## src/rtl/vga_timing_ctrl.sv

```systemverilog
// -----------------------------------------------------------------------------
// vga_timing_ctrl
//
// Purpose:
//   Generates 640x480@60 VGA raster timing from the 25 MHz pixel clock. Exposes
//   the active-area pixel coordinate to the picture stage, takes back its
//   combinational RGB565 value and re-registers it alongside hsync/vsync, so
//   every panel-facing output changes on the same clock edge.
//
//   Line and frame order: sync pulse, back porch, active area, front porch.
//
// Optional build macro:
//   VGA_BORDER_EN - when defined, the outermost ring of the active area is
//                   forced to white (16'hFFFF) as a monitor-alignment aid.
//                   Timing and every other output are unchanged.
//
// Ports:
//   vga_clk     in   1   pixel clock (only clock)
//   sys_rst     in   1   synchronous active-high reset
//   pix_data    in  16   RGB565 from the picture stage, combinational in pix_x/pix_y
//   pix_x       out 10   active column 0..H_DISP-1, 10'h3FF outside active area
//   pix_y       out 10   active row    0..V_DISP-1, 10'h3FF outside active area
//   hsync       out  1   registered, high during the horizontal sync pulse
//   vsync       out  1   registered, high during the vertical sync pulse
//   rgb         out 16   registered pixel to the DAC, 0 during blanking
//   frame_done  out  1   registered one-cycle pulse after the last frame clock
// -----------------------------------------------------------------------------
module vga_timing_ctrl #(
  parameter int unsigned H_SYNC  = 96,
  parameter int unsigned H_BACK  = 48,
  parameter int unsigned H_DISP  = 640,
  parameter int unsigned H_FRONT = 16,
  parameter int unsigned V_SYNC  = 2,
  parameter int unsigned V_BACK  = 33,
  parameter int unsigned V_DISP  = 480,
  parameter int unsigned V_FRONT = 10
) (
  input  logic        vga_clk,
  input  logic        sys_rst,
  input  logic [15:0] pix_data,
  output logic [9:0]  pix_x,
  output logic [9:0]  pix_y,
  output logic        hsync,
  output logic        vsync,
  output logic [15:0] rgb,
  output logic        frame_done
);

  localparam int unsigned H_TOTAL = H_SYNC + H_BACK + H_DISP + H_FRONT;
  localparam int unsigned V_TOTAL = V_SYNC + V_BACK + V_DISP + V_FRONT;

  localparam logic [9:0] H_LAST     = 10'(H_TOTAL - 1);
  localparam logic [9:0] V_LAST     = 10'(V_TOTAL - 1);
  localparam logic [9:0] H_SYNC_END = 10'(H_SYNC);
  localparam logic [9:0] V_SYNC_END = 10'(V_SYNC);
  localparam logic [9:0] H_ACT_LO   = 10'(H_SYNC + H_BACK);
  localparam logic [9:0] H_ACT_HI   = 10'(H_SYNC + H_BACK + H_DISP - 1);
  localparam logic [9:0] V_ACT_LO   = 10'(V_SYNC + V_BACK);
  localparam logic [9:0] V_ACT_HI   = 10'(V_SYNC + V_BACK + V_DISP - 1);
`ifdef VGA_BORDER_EN
  localparam logic [9:0] X_LAST     = 10'(H_DISP - 1);
  localparam logic [9:0] Y_LAST     = 10'(V_DISP - 1);
`endif

  logic [9:0]  r_h_cnt;
  logic [9:0]  r_v_cnt;
  logic        r_hsync;
  logic        r_vsync;
  logic [15:0] r_rgb;
  logic        r_frame_done;

  logic        w_h_act;
  logic        w_v_act;
  logic        w_act;
  logic        w_h_end;
  logic        w_v_end;
  logic        w_border;
  logic [9:0]  w_pix_x;
  logic [9:0]  w_pix_y;
  logic [15:0] w_rgb_nxt;

  // Coordinate decode; the subtraction only ever reaches the ports inside
  // the active window, so it cannot underflow onto pix_x/pix_y.
  always_comb begin
    w_h_act = (r_h_cnt >= H_ACT_LO) && (r_h_cnt <= H_ACT_HI);
    w_v_act = (r_v_cnt >= V_ACT_LO) && (r_v_cnt <= V_ACT_HI);
    w_act   = w_h_act && w_v_act;
    w_h_end = (r_h_cnt == H_LAST);
    w_v_end = (r_v_cnt == V_LAST);
    w_pix_x = '1;
    w_pix_y = '1;
    if (w_act) begin
      w_pix_x = r_h_cnt - H_ACT_LO;
      w_pix_y = r_v_cnt - V_ACT_LO;
    end
  end

  always_comb begin
`ifdef VGA_BORDER_EN
    w_border = w_act && ((w_pix_x == '0) || (w_pix_x == X_LAST) ||
                         (w_pix_y == '0) || (w_pix_y == Y_LAST));
`else
    w_border = 1'b0;
`endif
    w_rgb_nxt = '0;
    if (w_act) begin
      w_rgb_nxt = w_border ? '1 : pix_data;
    end
  end

  // Counters and output registers share one clock edge so that the counter
  // state at cycle N shows up on hsync/vsync/rgb/frame_done at N+1.
  always_ff @(posedge vga_clk) begin
    if (sys_rst) begin
      r_h_cnt      <= '0;
      r_v_cnt      <= '0;
      r_hsync      <= 1'b0;
      r_vsync      <= 1'b0;
      r_rgb        <= '0;
      r_frame_done <= 1'b0;
    end else begin
      if (w_h_end) begin
        r_h_cnt <= '0;
        if (w_v_end) begin
          r_v_cnt <= '0;
        end else begin
          r_v_cnt <= r_v_cnt + 10'd1;
        end
      end else begin
        r_h_cnt <= r_h_cnt + 10'd1;
      end
      r_hsync      <= (r_h_cnt < H_SYNC_END);
      r_vsync      <= (r_v_cnt < V_SYNC_END);
      r_rgb        <= w_rgb_nxt;
      r_frame_done <= w_h_end && w_v_end;
    end
  end

  assign pix_x      = w_pix_x;
  assign pix_y      = w_pix_y;
  assign hsync      = r_hsync;
  assign vsync      = r_vsync;
  assign rgb        = r_rgb;
  assign frame_done = r_frame_done;

endmodule
```

## config.mk

```make
export PLATFORM = sky130hd
export DESIGN_NAME = vga_timing_ctrl
export DESIGN_NICKNAME = d
export VERILOG_FILES = /design/src/rtl/vga_timing_ctrl.sv
export SDC_FILE = /design/constraint.sdc
export NUM_CORES = 1
export LEC_CHECK = 0
export BUFFER_PORTS_ARGS = -buffer_cell sky130_fd_sc_hd__buf_2
export CORE_UTILIZATION = 50
export CTS_CLUSTER_SIZE = 10
export DETAILED_ROUTE_END_ITERATION = 12
export GPL_TIMING_DRIVEN = 0
export PLACE_DENSITY = 0.77
export SYNTH_ARGS = -nofsm -noshare
export SYNTH_HDL_FRONTEND = slang
export SYNTH_SLANG_ARGS = --single-unit
```

## constraint.sdc

```tcl
create_clock -name vga_clk -period 4.62 [get_ports vga_clk]
set_input_delay 0.231 -clock vga_clk [delete_from_list [all_inputs] [get_ports vga_clk]]
set_output_delay 0.231 -clock vga_clk [all_outputs]
set_load 0.02 [all_outputs]
```

* Word-level counts from Yosys, hierarchy flattened
Index checks and enable logic that the tools add are counted.
** Word-level totals
- Input port bits :: 18
- Register bits after elaboration :: 39
- Output and inout port bits :: 39
- Logic and storage cells :: 28
** Operators by class
- Muxes and demuxes :: 3
- Bitwise operators :: 1
- Add/sub/neg operators :: 4
- Reduce and logical (&&, ||, !) cells :: 6
- Equality and inequality tests :: 2
- Order comparisons :: 6
** Operators with widths (number)
- $mux 10 :: 3
- $add 10x1->10 const B :: 2
- $eq 10x10->1 const B :: 2
- $le 10x10->1 const B :: 2
- $ge 10x6->1 const B :: 1
- $ge 10x8->1 const B :: 1
- $lt 10x2->1 const B :: 1
- $lt 10x7->1 const B :: 1
- $sub 10x6->10 const B :: 1
- $sub 10x8->10 const B :: 1
- $logic_and 1x1->1 :: 4
- $reduce_or 2->1 :: 2
- $not 1->1 :: 1

* Longest topological paths before layout
Gate-level depths: netlist of run 1.
- Word-level depth :: 5
- Mapped depth :: 8
- Depth with buffers taken out :: 6

* Least setup slack after synthesis of run 1
Ideal clock, no wire load.
- Path kind :: register -> output
- From :: reg r_h_cnt[4]
- To :: out pix_x[7]
- Data arrival time :: 1.983 ns
- Slack :: 2.406 ns
- Path buffers :: 1
- Stages on the path, launching flop included :: 7
- Cells stage by stage :: dfxtp_1 ha_1 nor4bb_1 nor4_1 nor3_1 clkbuf_1 nand3_1
** Between the ends
- Longest elaborated chain between the ends :: 4
- Elaborated cells on any way between the ends :: 6
- Classes of those cells :: add/sub: 1; order compare: 2; mux: 1; reduce/logical: 2
** RTL lines
- from (decl) :: line 65 : logic [9:0] r_h_cnt;
- from (signal assigned) :: line 130 : r_h_cnt <= r_h_cnt + 10'd1;
- $ge 10x8->1 / $le 10x10->1 (equally long branches) :: line 85 : w_h_act = (r_h_cnt >= H_ACT_LO) && (r_h_cnt <= H_ACT_HI);
- $logic_and 1x1->1 :: line 85
- $logic_and 1x1->1 :: line 87 : w_act = w_h_act && w_v_act;
- $mux 10 (*) :: line 92 : if (w_act) begin
- to (decl) :: line 41 : output logic [9:0] pix_x,
Mark *: on every way between the ends. The rest lies on a longest branch, timed or not.

* Worst setup path in the final report of run 1
- From :: reg r_h_cnt[4]
- To :: out pix_y[6]
** Between the ends
- Longest elaborated chain between the ends :: 4
- Elaborated cells on any way between the ends :: 5
- Classes of those cells :: order compare: 2; mux: 1; reduce/logical: 2
** RTL lines
- $ge 10x8->1 / $le 10x10->1 (equally long branches) :: line 85
- $logic_and 1x1->1 (*) :: line 85
- $logic_and 1x1->1 (*) :: line 87
- $mux 10 (*) :: line 92
- to (decl) :: line 42 : output logic [9:0] pix_y,
Marked as above.

==> reports/results.txt, run 1 <==
The later pin in the worst-skew pair is clocked with a latency of 0.30 ns. The tools report the kind of launch point of the worst setup path as a register. The arithmetic-cell share of the synthesized area counting full adders, half adders and majority gates came out at 0.0484.

The maximum fanout count along the critical path was 10. The startpoint of the worst hold path was pix_data[0]. In this run the worst setup path begins at r_h_cnt[4]. The top-area cell type share of the netlist area was 0.378; the number of vias after detailed routing was 1,831. The run gives 0.655 mW as the total power after layout. The final number of max-transition violations is 0. The share of cell area taken by muxes after synthesis was 0; the total setup buffers inserted after CTS was 0. The slowest stage of the critical path belongs to the cell nor3_1.

After synthesis the cells add up to 0.00207 mm². The layout-stage area growth over the synthesis result was 22.0%; the total of fill cells in the finished design was 359. For this run, the detailed router's first-pass iteration total came to 4. The flow ran to the end, and the final reports show no timing, DRC or antenna violations. The type of destination of the critical path is an output port. The number of resized instances in the post-cts repair step is 0, and the count of routing violations after the opening detailed-route iteration is 110.

The synthesized design contains 39 register bits. The worst-case IR drop observed on VDD is 0.139 mV. The first global-routing pass estimated 7.07 mm of wire. Counting every net in the synthesized netlist gives 254.

Root buffer cell: clkbuf_8. For this design the static power due to leakage is 0.987 nW. The critical path goes through ha_1, nor4bb_1, nor4_1, nor3_1, clkbuf_1, nand3_1, buf_2. For the max capacitance violation total, the log shows 0.

In this run, post-CTS hold repair placed 0 buffers. TritonCTS created 5 clock buffers. Synthesis produced a netlist whose cell count is 228. The total number of clock tree sinks was 39; the floorplan die width was 66.3 µm. The largest family of logic cells by synthesized area is simple AND/OR/NAND/NOR gates. Together, buffers and inverters on the worst path number 2. Core area: 0.00397 mm².

Sorting the synthesized cells by area gives the leading types as dfxtp_1 38%, xnor2_1 8.9%, nor4b_2 6.5%. In the routed layout, each cell is associated on average with a via count of 5.35. Once detail routing completed, the nets flagged for antenna violations numbered 0. For this run, the post-layout net count is 317. The tools report the effective utilization at floorplan as 0.520.

57 I/O pins were placed. The post-route clock period utilization came out at 0.662. Port buffering added 56 buffers. The max-slew headroom at the worst pin came out at 0.424. By startpoint and endpoint, the worst setup path is classified as register to output port. In the final timing run, aggregate negative setup slack is 0 ns. For this run, the slowest stage of the critical path takes 0.71 ns. The maximum number of pins on one net before global-route repair is 14, and the area of all placed cells without fillers is 0.00252 mm².

The synthesized-area fraction occupied by ao, oa, aoi and oai cells was 0.0605; the average size of a mapped cell was 9.07 µm². For the total track usage, the log shows 0.214. The kind of cell with the highest combined delay along the critical path is simple AND/OR/NAND/NOR gates.

Detailed placement ended at an HPWL of 3.20 mm. No sink is reached through more buffers than the 2 on the longest clock path. For the via count of the first global-routing pass, the log shows 1,525. Type of the worst min-delay path: input port to register. STA puts the critical path data required time at 4.39 ns. Setup violations remaining at the end of the flow were counted as 0. Clock-pin slew was measured on the worst setup and hold paths at 0.08 ns. TritonCTS built the clock tree.

The average detailed-routed wire length per instance came out at 13.3 µm. Cell accounting for the most synthesized area: dfxtp_1. The power per unit of standard cell area is 260 mW/mm². After layout, the minimum clock period comes to 3.06 ns.

The area share of and/or/nand/nor cells after synthesis was 0.344; the area after detailed placement was 0.00241 mm². The H-tree generated during clock tree synthesis spans 2 levels. The die is 66.3 µm tall. The XOR/XNOR share of the synthesized area is 0.106. After floorplanning, the core was divided into 23 placement rows. For the pin with the worst max-slew slack, the measured transition is 0.858 ns.

The initial antenna violation count is 0, and the data arrival time at the worst-slack endpoint is 2.83 ns. The remaining design rule violation count was 0; the sequential element share of the synthesized area was 0.378. For this run, the top clock speed supported by timing is 327 MHz.

The startpoint identified for the worst register-to-register timing path is r_v_cnt[1]. The logs give 0.826 for the global placement routability congestion and 0 for the total inserted antenna cells. Yosys printed 0 warnings. The fraction of final layout cells with drive strength greater than 1 works out to 0.291.

The tools report the number of hold violations in the final report as 0. Setup repair after global routing left no endpoint under its margin. The total overflow left after global routing is 0. Number of library cell types mapped by synthesis: 38.

The clock arrives with 0.00930 ns of skew. For this block, the routed nets add up to 4.54 mm of wire. The run gives 0.00440 mm² as the overall die area.
==> synth_stat cells <==
| library cell | n |
|---|---|
| nand3b_1 | 1 |
| nor4_1 | 9 |
| buf_1 | 2 |
| o31ai_1 | 1 |
| o21ai_2 | 1 |
| nand2_1 | 13 |
| o41ai_1 | 1 |
| a2111o_1 | 1 |
| a211o_1 | 1 |
| or4_1 | 1 |
| a21oi_1 | 5 |
| dfxtp_1 | 39 |
| inv_1 | 9 |
| nor4b_4 | 1 |
| clkbuf_1 | 11 |
| a41o_1 | 1 |
| nand4_1 | 6 |
| nor4bb_1 | 1 |
| and3_1 | 1 |
| ha_1 | 8 |
| nor2b_1 | 1 |
| o41ai_4 | 1 |
| xor2_1 | 4 |
| buf_6 | 2 |
| o211a_1 | 1 |
| nor3_1 | 7 |
| or3_4 | 1 |
| nor4b_2 | 9 |
| nand2b_1 | 3 |
| buf_2 | 5 |
| o21a_1 | 1 |
| nand4bb_1 | 1 |
| nand3_1 | 21 |
| nor2_1 | 22 |
| or3_1 | 8 |
| or2_2 | 1 |
| nor4b_1 | 6 |
| xnor2_1 | 21 |
==> flip-flops by register name, indices dropped and copies added (netlist names) <==
name and cells:
rgb 16, r_h_cnt 10, r_v_cnt 10, frame_done 1
hsync 1, vsync 1
==> cell type report <==
class / count / area, µm² / area share
plain buffers: 20 / 96.3 / 0.0382
clock buffers: 5 / 68.8 / 0.0273
clock inverters: 3 / 43.8 / 0.0174
inverters: 9 / 33.8 / 0.0134
multi-input cells: 160 / 1160 / 0.458
flip-flops and latches: 39 / 781 / 0.310
well taps: 50 / 62.6 / 0.0248
repair buffers: 56 / 280 / 0.111
==> cell families (layout without fill, tap and decap cells) <==
family	after synthesis	after routing
adders and majority gates	8	8
buffers and inverters	29	93
DFF	39	39
AOI/OAI and AO/OA	14	14
and+or+nand+nor	113	113
xor gates and xnor gates	25	25
==> path summary, 6_finish.rpt <==
check | end | slack [ns] | cells past startpoint
max | pix_y[6] | 1.56 | 7
min | rgb[0] | 0.18 | 2
max reg2reg | rgb[6] | 2.36 | 6
min reg2reg | r_h_cnt[0] | 0.48 | 1
==> through the flow <==
stage | utilization | worst slack (ns) | hold slack [ns] | std cells
after floorplan | - | 2.41 | 0.391 | 228
after global placement | 0.607 | 1.98 | 0.448 | 334
after detailed placement | 0.607 | 1.96 | 0.472 | 334
after CTS | 0.635 | 1.60 | 0.175 | 342
after global routing | 0.635 | 1.41 | 0.172 | 342
final | 0.635 | 1.56 | 0.183 | 342
==> worst reg2reg max path, cell delays in order, from the launching register on <==
cell	delay, ns
dfxtp_1	0.33
ha_1	0.28
o41ai_1	0.56
nand3_1	0.25
o21ai_2	0.40
buf_6	0.24
nor4b_2	0.07
==> where the power goes <==
part | switching [mW] | internal [mW]
clock | 0.127 | 0.161
sequential | 0.00271 | 0.339
combinational | 0.0130 | 0.0124
==> layer usage <==
metal	vias up	track usage	part of all wire
met5	-	0	0
met4	0	0.0798	0.013
met3	5	0.0534	0.062
met2	59	0.334	0.46
met1	839	0.282	0.47
li1	928	-	-
==> cells in the final DEF (no fill, tap or decap), drive strengths merged, types with 7 or more instances in the layout <==
cell,instances
nor2,22
nand3,21
or3,9
dfxtp,39
nor3,7
nor4,9
nand2,13
xnor2,21
ha,8
nor4b,16
inv,9
clkbuf,16
buf,65
Note: power is estimated with default switching activity, not from simulation.
==> inputs of run 2 (changes only) <==
==> constraint.sdc (replaced) <==
create_clock -name vga_clk -period 3.13 [get_ports vga_clk]
set_input_delay 0.1565 -clock vga_clk [delete_from_list [all_inputs] [get_ports vga_clk]]
set_output_delay 0.1565 -clock vga_clk [all_outputs]
set_load 0.02 [all_outputs]
==> run 2 against run 1 <==
  * Global-route usage unchanged
  * Die area unchanged
  * Sequential power rose by 47%
  * Clock skew about the same
  * Total power rose by 47%
  * Non-clock buffer count stayed put
  * Hold slack worse by 0.074 ns
  * Sequential share of layout area fell by 0.061 points
  * Utilization rose by 0.13 points
  * Count of clock-buffer cells in the layout stayed put
  * Final cell count unchanged
  * Design area increased by 0.20%
  * Critical path type unchanged
  * Largest cell class unchanged
  * Highest routed layer unchanged
==> reports/results.txt, run 2 (synthesis gave the netlist of run 1 again) <==
The run gives 0 (unchanged) as the initial antenna violation count. Type of the setup path with the least slack: register to output port. The number of flip-flops in the largest register is 16 (unchanged), and the transition at the pin with the smallest max-transition slack is 0.672 ns (-0.186 ns).

The worst hold path belongs to the class input port to register. The number of setup violations in the final report was 0 (unchanged). The clock-pin slew of the registers on the worst-case setup and hold paths is 0.08 ns (about the same). For the maximum number of pins on one net before global-route repair, the log shows 14 (unchanged). The depth of the most critical reg-to-reg path was 6 (unchanged). The worst setup path is captured at an output port. The total of fill cells in the finished design is 358 (-0.28%). The slowest stage of the critical path belongs to the cell dfxtp_1. The floorplan die width was 66.3 µm (unchanged); the final number of max-transition violations was 0 (unchanged). End of the worst register-to-register path: rgb[6]. Static timing analysis puts the maximum clock frequency at 366 MHz.

The tools report the total power after layout as 0.966 mW (+47%). The number of buffers created by CTS is 5 (unchanged), and the die boundary height is 66.3 µm (unchanged). The logs give 0.987 nW (about the same) for the leakage power summed over all cells and 0 (unchanged) for the max capacitance violation total.

The total setup buffers inserted after CTS was 0 (unchanged). For the area after detailed placement, the log shows 0.00241 mm² (unchanged). Total track usage: 0.214 (unchanged). The final wirelength is 4.52 mm (-0.29%), and the global-route wire length before repair is 7.07 mm (unchanged). The post-route clock period utilization works out to 0.874. The run gives 1,838 (+0.38%) as the number of vias after detailed routing.

The logs give 116 (+5.5%) for the count of routing violations after the opening detailed-route iteration and 0.394 ns (-1.16 ns) for the final worst slack. In the layout the commonest cells are 61 x buf_2, 39 x dfxtp_1, 22 x nor2_1. The library cell used most frequently in the layout, excluding fill and tap cells, is buf_2.

The power per unit of standard cell area works out to 382 mW/mm² (+47%). TritonCTS built the clock tree. The kind of launch point of the worst setup path was a register.

Source-to-sink clock delay at the later pin of the worst-skew pair: 0.30 ns (about the same). The worst path in the final design needs a cycle of 2.74 ns, including I/O delays and setup. The ratio of routed vias to standard cells came out at 5.37 (+0.38%). The number of cells traversed by the worst hold path is 2 (unchanged). The global-route congestion overflow total is 0 (unchanged).

The logs give 2 (unchanged) for the buffer depth of the longest clock path and 0.207 mV (+49%) for the peak ir drop on the vdd network. The flow ran to the end, and the final reports show no timing, DRC or antenna violations. The total inserted antenna cells was 0 (unchanged); the global placement routability congestion was 0.826 (unchanged).

The maximum fanout count along the critical path was 10 (unchanged); the total number of clock tree sinks was 39 (unchanged). Setup repair after global routing left no endpoint under its margin. The core area is 0.00397 mm² (unchanged), and the remaining design rule violation count is 0 (unchanged). The count of input and output buffers came out at 56 (unchanged).

The average detailed-routed wire length per instance was 13.2 µm (-0.29%). Total negative setup slack: 0 ns (unchanged). The via count of the first global-routing pass was 1,525 (unchanged); the remaining antenna violation count was 0 (unchanged). For the worst slack after detailed placement, the log shows 0.541 ns (-1.42 ns). The logs give 317 (unchanged) for the layout net count and 0 (unchanged) for the number of buffers added to fix hold violations after cts.

From synthesis to final layout, the design area changed by 22.3%. The logs give 0.520 (unchanged) for the effective utilization at floorplan and 0.00440 mm² (unchanged) for the overall die area. The top-level port count was 57 (unchanged).

The path with the worst hold slack has its endpoint at rgb[0]. The deepest level of the CTS H-tree was 2 (unchanged). Fraction of final layout cells with drive strength greater than 1: 0.295 (+0.00342). The cell count along the critical path came out at 7 (unchanged).

The tools report the slack of the worst reg-to-reg path as 0.86 ns (-1.50 ns). The startpoint of the worst hold path is pix_data[0]. The tools report the data required time at the worst endpoint as 2.97 ns (-1.42 ns). Walking the worst path, the cells encountered are ha_1, nor4bb_1, nor4_1, nor3_2, clkbuf_1, nand3_1, buf_2. In this run the clock root is driven by a clkbuf_8. The data arrival time at the worst-slack endpoint was 2.58 ns (-0.25 ns); the HPWL after detailed placement was 3.20 mm (unchanged). The tools report the number of rows in the core area as 23 (unchanged). Gate family responsible for the most delay along the worst path: simple AND/OR/NAND/NOR gates.

Delay of the slowest critical-path stage: 0.48 ns (-0.23 ns). The area of all placed cells without fillers was 0.00253 mm² (+0.20%). The max-slew headroom at the worst pin came out at 0.552 (+0.129).

The run gives 0.636 (+0.00126) as the end-of-flow core utilization. Launch point of the worst reg-to-reg path: r_v_cnt[1]. The tools report the number of iterations in the first detailed-routing pass as 4 (unchanged).

The sum of buffers and inverters on the critical path works out to 2 (unchanged). The logs give 0 (unchanged) for the number of hold violations in the final report and 0.00905 ns (-0.000254 ns) for the clock tree skew after final layout.
==> run 2: cell type report <==
cell class	instances	area, µm²	area share
multi-input cells	160	1160	0.459
inverters	9	33.8	0.0134
plain buffers	20	96.3	0.0381
clock buffers	5	68.8	0.0272
clock inverters	3	43.8	0.0173
well taps	50	62.6	0.0248
repair buffers	56	280	0.111
flip-flops and latches	39	781	0.309
==> run 2: where the power goes <==
| part | total, mW | internal [mW] | switching [mW] |
|---|---|---|---|
| clock | 0.424 | 0.237 | 0.186 |
| combinational | 0.0377 | 0.0184 | 0.0193 |
| sequential | 0.504 | 0.500 | 0.00405 |
==> run 2: how the worst max path moves through the flow <==
| stage | startpoint | endpoint |
|---|---|---|
| 6_report | r_h_cnt[4] | pix_y[6] |
| 5_1_grt | r_v_cnt[1] | pix_x[8] |
| 3_3_place_gp | r_h_cnt[4] | pix_x[8] |
| 3_5_place_dp | r_h_cnt[4] | pix_y[6] |
| 4_1_cts | r_h_cnt[4] | pix_y[6] |
| 2_1_floorplan | r_h_cnt[4] | pix_x[7] |
==> run 2: worst reg2reg max path, stage by stage, from the launching register on <==
cell and delay, ns:
dfxtp_1 0.33, ha_1 0.28, o41ai_1 0.57, nand3_1 0.26, o21ai_2 0.40, buf_6 0.24, nor4b_2 0.07
==> run 2: through the flow <==
step	hold slack [ns]	cells
finish	0.108	342
global route	0.0971	342
CTS	0.101	342
detailed placement	0.424	334
global placement	0.422	334
floorplan	0.317	228
==> run 2: what timing repair did <==
action                                  in CTS  in global routing
endpoints found under the setup margin       0                  5
endpoints found under the hold margin        0                  0
resized for setup                            0                  1
==> run 2: per-layer routing <==
metal	routed length (µm)	vias to the layer above	track usage
met4	58	0	0.0798
met1	2120	849	0.282
li1	-	926	-
met3	264	5	0.0534
met5	0	-	0
met2	2070	58	0.334
==> inputs of run 3 (changes only) <==
--- a/config.mk
+++ b/config.mk
@@ -10,7 +10,7 @@
 export CTS_CLUSTER_SIZE = 10
 export DETAILED_ROUTE_END_ITERATION = 12
 export GPL_TIMING_DRIVEN = 0
-export PLACE_DENSITY = 0.77
+export PLACE_DENSITY = 0.84
 export SYNTH_ARGS = -nofsm -noshare
 export SYNTH_HDL_FRONTEND = slang
 export SYNTH_SLANG_ARGS = --single-unit
==> run 3 against run 2 <==
  * Global-route usage decreased by 0.33 points
  * Die area unchanged
  * Sequential cell count unchanged
  * Clock power decreased by 19%
  * Total power decreased by 8.4%
  * Final cell count unchanged
  * Clock skew decreased by 0.0024 ns
  * Critical path type unchanged
  * Critical endpoint is now pix_x[8]
  * Largest cell class unchanged
  * Largest power group unchanged
==> reports/results.txt, run 3 (synthesis gave the netlist of run 1 again) <==
Kind of launch point of the worst setup path: a register. Number of flip-flops in the largest register: 16 (unchanged). Number of cells traversed by the worst hold path: 2 (unchanged). TritonCTS built the clock tree. The type of the worst min-delay path was input port to register. The logs give 0 (unchanged) for the total inserted antenna cells and 2.59 ns (about the same) for the data arrival time at the worst-slack endpoint. The tools report the top-level port count as 57 (unchanged). The logs give 0 (unchanged) for the global-route congestion overflow total and 14 (unchanged) for the maximum number of pins on one net before global-route repair. The worst hold path begins at pix_data[0]. The transition at the pin with the smallest max-transition slack came out at 0.737 ns (+0.0656 ns).

Worst slack after detailed placement: 0.431 ns (-0.110 ns). Root buffer cell: clkbuf_8. Via count of the first global-routing pass: 1,584 (+3.9%). Slack of the worst reg-to-reg path: 0.79 ns (-0.07 ns).

The run gives 0.830 (+0.57%) as the global placement routability congestion. Total setup buffers inserted after CTS: 0 (unchanged). The remaining design rule violation count came out at 0 (unchanged). The data required time at the worst endpoint was 2.97 ns (about the same).

The worst setup path is captured at an output port. The run gives 0.00397 mm² (unchanged) as the core area. The tools report the number of iterations in the first detailed-routing pass as 4 (unchanged).

The depth of the most critical reg-to-reg path came out at 6 (unchanged). The clock-pin slew of the registers on the worst-case setup and hold paths is 0.08 ns (about the same). In the layout the commonest cells are 61 x buf_2, 39 x dfxtp_1, 22 x nor2_1. The number of hold violations in the final report was 0 (unchanged).

The floorplan die width was 66.3 µm (unchanged). The final wirelength came out at 4.53 mm (about the same). The logs give 2 (unchanged) for the deepest level of the CTS H-tree and 0 (unchanged) for the number of setup violations in the final report. The shortest clock period the worst path allows after layout came out at 2.75 ns (+0.0133 ns). The logs give 0.885 mW (-8.4%) for the total power after layout and 0.502 (-0.0502) for the max-slew headroom at the worst pin.

The number of resized instances in the post-cts repair step was 0 (unchanged). The global-route wire length before repair was 7.04 mm (-0.40%). The average detailed-routed wire length per instance was 13.2 µm (about the same); the peak ir drop on the vdd network was 0.184 mV (-11%). For the number of buffers added to fix hold violations after cts, the log shows 0 (unchanged). The post-route clock period utilization is 0.878 (+0.00426).

The power per unit of standard cell area came out at 353 mW/mm² (-7.5%). The end-of-flow core utilization was 0.630 (-0.00599). In this run the critical register-to-register path is captured at rgb[4]. The initial antenna violation count was 0 (unchanged); the count of input and output buffers was 56 (unchanged).

The die boundary height is 66.3 µm (unchanged), and the source-to-sink clock delay at the later pin of the worst-skew pair is 0.29 ns (about the same). Effective utilization at floorplan: 0.520 (unchanged). Commonest non-fill, non-tap cell in the layout: buf_2.

Setup repair after global routing left no endpoint under its margin. The layout-stage area growth over the synthesis result is 21.1%, and the remaining antenna violation count is 0 (unchanged). The max capacitance violation total was 0 (unchanged). The highest clock frequency the design can meet is 364 MHz (-0.49%), and the number of vias after detailed routing is 1,853 (+0.82%). The ratio of routed vias to standard cells came out at 5.42 (+0.82%). The number of rows in the core area was 23 (unchanged); the final worst slack was 0.381 ns (-0.0133 ns).

The flow ran to the end, and the final reports show no timing, DRC or antenna violations. By startpoint and endpoint, the worst setup path is classified as register to output port. The clock tree skew after final layout is 0.00661 ns (-0.00244 ns), and the fraction of final layout cells with drive strength greater than 1 is 0.295 (unchanged). The final number of max-transition violations came out at 0 (unchanged).

The logs give 0.00440 mm² (unchanged) for the overall die area and 0.969 nW (-1.8%) for the leakage power summed over all cells. For hold timing, the worst endpoint is rgb[0]. For the total negative setup slack, the log shows 0 ns (unchanged).

The count of routing violations after the opening detailed-route iteration was 129 (+11%); the number of buffers created by CTS was 5 (unchanged). Total of fill cells in the finished design: 339 (-5.3%). The tools report the buffer depth of the longest clock path as 2 (unchanged).

The tools report the layout net count as 317 (unchanged). The maximum fanout count along the critical path is 10 (unchanged). For the total track usage, the log shows 0.211 (-0.00332). The tools report the launch point of the worst reg-to-reg path as r_v_cnt[1]. The tools report the total number of clock tree sinks as 39 (unchanged). HPWL after detailed placement: 3.24 mm (+1.4%).
## run 3: cell count changes in the layout (fill, tap and decap cells not counted), sizes merged
cell,previous run,this run
bufinv,1,0
clkinv,2,1
clkinvlp,0,2
## run 3: critical path: stages (launching register included)
cell and delay [ns]:
dfxtp_1 0.47, ha_1 0.21, nor4bb_1 0.33, nor4_1 0.12, nor3_2 0.44, clkbuf_1 0.39
nand3_1 0.14, buf_2 0.18
## run 3: through the flow
step	cells	hold WS [ns]	area (µm²)
final	342	0.110	2500
after global routing	342	0.101	2500
after CTS	342	0.109	2500
after detailed placement	334	0.425	2410
after global placement	334	0.421	2410
after floorplan	228	0.317	2070
## run 3: worst max-delay path by stage
| stage | from | end | slack, ns | cells after the start |
|---|---|---|---|---|
| final | r_h_cnt[4] | pix_x[8] | 0.38 | 7 |
| after global routing | r_h_cnt[4] | pix_y[6] | 0.18 | 7 |
| after CTS | r_h_cnt[4] | pix_x[8] | 0.10 | 7 |
| after detailed placement | r_h_cnt[4] | pix_x[8] | 0.43 | 7 |
| after global placement | r_h_cnt[4] | pix_x[7] | 0.52 | 7 |
| after floorplan | r_h_cnt[4] | pix_x[7] | 0.99 | 6 |
## run 3: final cells by class
| type | count | area, µm² | share of cell area |
|---|---|---|---|
| multi-input combinational | 160 | 1160 | 0.464 |
| sequential | 39 | 781 | 0.312 |
| timing repair buffer | 56 | 280 | 0.112 |
| buffer | 20 | 96.3 | 0.0385 |
| clock buffer | 5 | 68.8 | 0.0275 |
| tap | 50 | 62.6 | 0.0250 |
| inverter | 9 | 33.8 | 0.0135 |
| clock inverter | 3 | 20.0 | 0.00800 |
## run 3: power by group
| part | total [mW] | switching [mW] | internal, mW |
|---|---|---|---|
| Clock | 0.343 | 0.188 | 0.155 |
| Sequential | 0.504 | 0.00381 | 0.500 |
| Combinational | 0.0380 | 0.0195 | 0.0185 |
## run 3: per-layer routing
| layer | global-route usage | share of wire | up-vias |
|---|---|---|---|
| li1 | - | - | 928 |
| met1 | 0.272 | 0.43 | 832 |
| met2 | 0.333 | 0.46 | 82 |
| met3 | 0.0534 | 0.080 | 11 |
| met4 | 0.0824 | 0.021 | 0 |
| met5 | 0 | 0 | - |
